[config.mk]
export PLATFORM = sky130hd
export DESIGN_NAME = nv_fifo_rws_64x32
export DESIGN_NICKNAME = d
export VERILOG_FILES = /design/src/rtl/nv_fifo_rws_64x32_pkg.sv /design/src/rtl/nv_ram_rws_64x32.sv /design/src/rtl/nv_fifo_rws_64x32.sv
export SDC_FILE = /design/constraint.sdc
export NUM_CORES = 2
export LEC_CHECK = 0
export CORE_ASPECT_RATIO = 0.6
export CORE_MARGIN = 4
export CORE_UTILIZATION = 48
export CTS_CLUSTER_DIAMETER = 120
export DETAILED_ROUTE_END_ITERATION = 8
export GPL_ROUTABILITY_DRIVEN = 0
export PLACE_DENSITY = 0.64
export REMOVE_ABC_BUFFERS = 1
export SLEW_MARGIN = 20
export SYNTH_ARGS = -nofsm -noshare
export SYNTH_HDL_FRONTEND = slang
export SYNTH_SLANG_ARGS = --single-unit
[constraint.sdc]
create_clock -name clk -period 10.4 [get_ports clk]
set_input_delay 1.04 -clock clk [delete_from_list [all_inputs] [get_ports clk]]
set_output_delay 1.04 -clock clk [all_outputs]
set_load 0.05 [all_outputs]
[src/rtl/nv_fifo_rws_64x32_pkg.sv]
// Shared sizing constants and pointer helper for the 64x32 valid/ready FIFO.
package nv_fifo_rws_64x32_pkg;

  localparam int unsigned FIFO_DEPTH = 64;
  localparam int unsigned FIFO_AW    = 6;
  localparam int unsigned FIFO_CW    = 7;
  localparam int unsigned FIFO_DW    = 32;

  typedef logic [FIFO_AW-1:0] fifo_ptr_t;

  // Wraps 63 -> 0 through natural 6-bit overflow.
  function automatic fifo_ptr_t ptr_inc(input fifo_ptr_t ptr);
    return ptr + fifo_ptr_t'(1);
  endfunction

endpackage

[src/rtl/nv_ram_rws_64x32.sv]
// 64x32 two-port RAM: synchronous write, registered read address, combinational read data.
module nv_ram_rws_64x32
  import nv_fifo_rws_64x32_pkg::*;
(
  input  logic               clk,
  input  logic [FIFO_AW-1:0] ra,
  input  logic               re,
  output logic [FIFO_DW-1:0] dout,
  input  logic [FIFO_AW-1:0] wa,
  input  logic               we,
  input  logic [FIFO_DW-1:0] di,
  input  logic [31:0]        pwrbus_ram_pd
);

  logic [FIFO_DW-1:0] mem_q [FIFO_DEPTH];
  logic [FIFO_AW-1:0] ra_q;

  // Power-control bus has no behavioural effect in this model.
  logic unused_pwrbus;
  assign unused_pwrbus = ^pwrbus_ram_pd;

  always_ff @(posedge clk) begin
    if (we) begin
      mem_q[wa] <= di;
    end
  end

  // Read address is not reset; the owner realigns it by pulsing re.
  always_ff @(posedge clk) begin
    if (re) begin
      ra_q <= ra;
    end
  end

  assign dout = mem_q[ra_q];

endmodule

[src/rtl/nv_fifo_rws_64x32.sv]
// 64-entry x 32-bit valid/ready FIFO; head is the RAM output at the read pointer, no output flop.
module nv_fifo_rws_64x32
  import nv_fifo_rws_64x32_pkg::*;
#(
  parameter int unsigned AFULL_LVL = 56
) (
  input  logic               clk,
  input  logic               rst,
  input  logic               wr_pvld,
  output logic               wr_prdy,
  input  logic [FIFO_DW-1:0] wr_pd,
  output logic               rd_pvld,
  input  logic               rd_prdy,
  output logic [FIFO_DW-1:0] rd_pd,
  input  logic               flush,
  output logic [FIFO_CW-1:0] wr_count,
  output logic               afull,
  input  logic [31:0]        pwrbus_ram_pd
);

  localparam logic [FIFO_CW-1:0] CountFull = FIFO_CW'(FIFO_DEPTH);
  localparam logic [FIFO_CW-1:0] AfullLvl  = FIFO_CW'(AFULL_LVL);

  fifo_ptr_t          wr_ptr_q, wr_ptr_d;
  fifo_ptr_t          rd_ptr_q, rd_ptr_d;
  logic [FIFO_CW-1:0] count_q, count_d;
  logic               afull_q, afull_d;

  logic               push, pop, clear;
  fifo_ptr_t          ram_ra, ram_wa;
  logic               ram_re, ram_we;
  logic [FIFO_DW-1:0] ram_di;

  // Full blocks writes even alongside a pop: the write would hit the address being read.
  assign wr_prdy = (count_q != CountFull) && !flush;
  assign rd_pvld = (count_q != '0);
  assign push    = wr_pvld && wr_prdy && !rst;
  assign pop     = rd_pvld && rd_prdy;
  assign clear   = rst || flush;

  always_comb begin
    ram_we = push;
    ram_wa = wr_ptr_q;
    ram_di = wr_pd;
    // Keep the RAM's registered address equal to rd_ptr at all times.
    ram_re = clear || pop;
    ram_ra = clear ? '0 : ptr_inc(rd_ptr_q);

    wr_ptr_d = wr_ptr_q;
    rd_ptr_d = rd_ptr_q;
    count_d  = count_q;
    if (flush) begin
      wr_ptr_d = '0;
      rd_ptr_d = '0;
      count_d  = '0;
    end else begin
      if (push) wr_ptr_d = ptr_inc(wr_ptr_q);
      if (pop)  rd_ptr_d = ptr_inc(rd_ptr_q);
      count_d = count_q + FIFO_CW'(push) - FIFO_CW'(pop);
    end
    afull_d = (count_d >= AfullLvl);
  end

  always_ff @(posedge clk) begin
    if (rst) begin
      wr_ptr_q <= '0;
      rd_ptr_q <= '0;
      count_q  <= '0;
      afull_q  <= 1'b0;
    end else begin
      wr_ptr_q <= wr_ptr_d;
      rd_ptr_q <= rd_ptr_d;
      count_q  <= count_d;
      afull_q  <= afull_d;
    end
  end

  assign wr_count = count_q;
  assign afull    = afull_q;

  nv_ram_rws_64x32 u_ram (
    .clk           (clk),
    .ra            (ram_ra),
    .re            (ram_re),
    .dout          (rd_pd),
    .wa            (ram_wa),
    .we            (ram_we),
    .di            (ram_di),
    .pwrbus_ram_pd (pwrbus_ram_pd)
  );

endmodule

==> results.toml <==
[power_and_ir_drop]
power.density_nw_per_um2 = 202
leakage_nw = 26.7
irDropWorstVdd_mv = 0.144

[synthesis]
synth_area_leader_cell = "edfxtp_1"
synth_area_leaders = "edfxtp_1, mux4_2, mux2i_1"
avgSynthCellArea_um2 = 23.0
yosysMostFrequentCell = "edfxtp_1"
ys.warnings.count = 0
yosysSeqAreaShare_pct = 78.6
syn_inst = 3441
syn_area_um2 = 79200
synth_top_area_share_pct = 77.9
synth_common_cells = "edfxtp_1, mux4_2, nor2_1, a21oi_1, clkbuf_1"
synth_top_flop_cell = "edfxtp_1"
synth_edf_count = 2054
ys_ff_latch = 2080
ys_types = 48
synthArstFlopShare_pct = 0

[timing]
period_minus_slack_ns = 6.67
fin_skew_ns = 0.0260
hold-worst-slack_ns = 0.452
relSlewSlack_pct = 27.6
finalCritPeriodShare_pct = 64.2
slew_violations = 0
setup_viol = 0
hold_violations = 0
tightestPinTransition_ns = 1.09
tns_ns = 0
rsz0062_at_grt = "no"
max_freq_mhz = 150

[cells_and_area]
fin_cells = 5940
drive_above_1_share_pct = 26.4
synthToLayoutAreaGrowth_pct = 12.4
nets = 3705
final.fill_count = 12086

[clock_tree]
cts.sinks = 2080
cts-root-buf = "clkbuf_16"
postCtsSetupBuffers = 0
cts_tree = "built"
cts_resized = 0
cts_made_buffers = 189
clk_path_buf_depth = 4
clk_pin_slew_ns = 0.07
clk-insertion-delay-late_ns = 0.81
cts_hold_buf = 0
htreeDepth = 4

[floorplanning]
dieArea_um2 = 172000
io_pins = 111
dieHeight_um = 323
core_um2 = 164000
start_util_pct = 48.3
die_x_um = 532
fp-row-count = 115

[route]
drt_iter0_markers = 5224
wl_um = 190000
antenna_left = 0
dr.pass1.iters = 5
wire_per_inst_um = 31.9
drc = 0
vias = 37495
post_drt_via_cell_ratio = 6.31

[placement]
placed_cells = 5594
port_buffers = 78
hpwl_um = 98200

[worst_hold_path]
hp-class = "flip-flop to flip-flop"
hold_depth = 1
min_from = "u_ram.ra_q[5]"

[grt]
antenna_found_initial = 4
grtUsageTotal_pct = 21.9
grt_max_degree = 142
overflow = 0
grt_pass1_vias = 36638
grt_pass1_wl_um = 270000

[setup_path]
crit_type = "flip-flop to output port"
rrSetupSlack_ns = 6.56
cp-start-kind = "flip-flop"
crit_required_ns = 9.36
reg2reg_depth = 14
cp-end-kind = "output port"
r2r_end = "afull"
r2r-start = "wr_count[5]"
arrival_ns = 5.63
crit_fanout = 48

[job]
max_cap_viol_count = 0

[status]
status = "finished, final reports clean"
placed cells by master, fill, tap and decap left out, drive strengths merged, types with 11 or more instances in the layout:
master            n
a21oi           100
a221oi           56
a22o             38
buf             135
bufinv           18
clkbuf          229
clkdlybuf4s50    46
clkinv           77
dfxtp            26
edfxtp         2054
ha               11
inv              19
mux2i            70
mux4            512
nand2            23
nand3            12
nor2            110
nor3             13
o211a            11
o21ai            31
o221ai           39
o22ai            48
through the flow:
step / setup WS, ns / total power, W / instance area (µm²) / util, %
2_1_floorplan: -14.32 / 0.0116 / 78100 / -
3_3_place_gp: 4.50 / 0.0113 / 82800 / 50.5
3_5_place_dp: 4.45 / 0.0113 / 82800 / 50.5
4_1_cts: 3.57 / 0.0181 / 88800 / 54.2
5_1_grt: 3.23 / 0.0186 / 88900 / 54.3
6_report: 3.73 / 0.0180 / 88900 / 54.3
worst max-delay path by stage:
stage	start	end	slack [ns]	depth (start not counted)
after floorplan	flip-flop	rd_pd[27]	-14.32	5
after detailed placement	flip-flop	rd_pd[12]	4.45	7
final	flip-flop	rd_pd[16]	3.73	7
after global placement	flip-flop	rd_pd[2]	4.50	8
after global routing	flip-flop	rd_pd[12]	3.23	7
after CTS	flip-flop	rd_pd[12]	3.57	7
critical path, stage by stage (launching register included):
cell,delay (ns)
dfxtp_4,0.65
buf_4,0.66
nor2b_4,0.53
buf_4,0.76
a22o_1,0.26
a221oi_1,0.09
a221oi_1,0.79
clkdlybuf4s50_1,0.96
layer usage:
| metal | routed length (µm) | share of wire [%] | GRT usage, % | vias up |
|---|---|---|---|---|
| met1 | 83700 | 44 | 34.9 | 20164 |
| met2 | 82600 | 44 | 30.9 | 1964 |
| met3 | 19800 | 10 | 5.37 | 229 |
| met4 | 3520 | 1.9 | 4.65 | 0 |
| met5 | 0 | 0 | 0 | - |
| li1 | - | - | - | 15138 |
cells by family after synthesis:
group / Yosys count / share of synthesized area [%]
AO/OA/AOI/OAI: 343 / 3.02
XOR/XNOR: 14 / 0.155
adder cells (fa/ha/maj): 12 / 0.199
buffers and inverters: 202 / 1.37
flip-flops: 2080 / 78.6
multiplexers: 582 / 15.5
AND/OR/NAND/NOR: 208 / 1.23
state kept, by name, indices dropped and copies added (netlist names), named ones only:
| signal | flops |
|---|---|
| rd_ptr_q | 6 |
| u_ram.ra_q | 6 |
| u_ram.mem_q | 2048 |
| wr_count | 7 |
| afull | 1 |
| ram_wa | 6 |
power by group:
part / switching, W / total (W) / internal (W) / leakage (nW)
clock: 0.00301 / 0.00689 / 0.00388 / 2.94
sequential: 0.0000448 / 0.00927 / 0.00923 / 18.7
combinational: 0.00102 / 0.00182 / 0.000797 / 5.12
total: 0.00407 / 0.0180 / 0.0139 / 26.7
layout make-up:
cell class / instances / area (µm²) / area share, %
diodes: 4 / 10.0 / 0.0113
well taps: 2164 / 2710 / 3.04
clock inverters: 110 / 1030 / 1.16
multi-input cells: 1159 / 16400 / 18.4
clock buffers: 229 / 5010 / 5.63
inverters: 13 / 48.8 / 0.0549
repair buffers: 181 / 1540 / 1.73
flip-flops and latches: 2080 / 62200 / 69.9
Power figures use the tool's default switching activity.
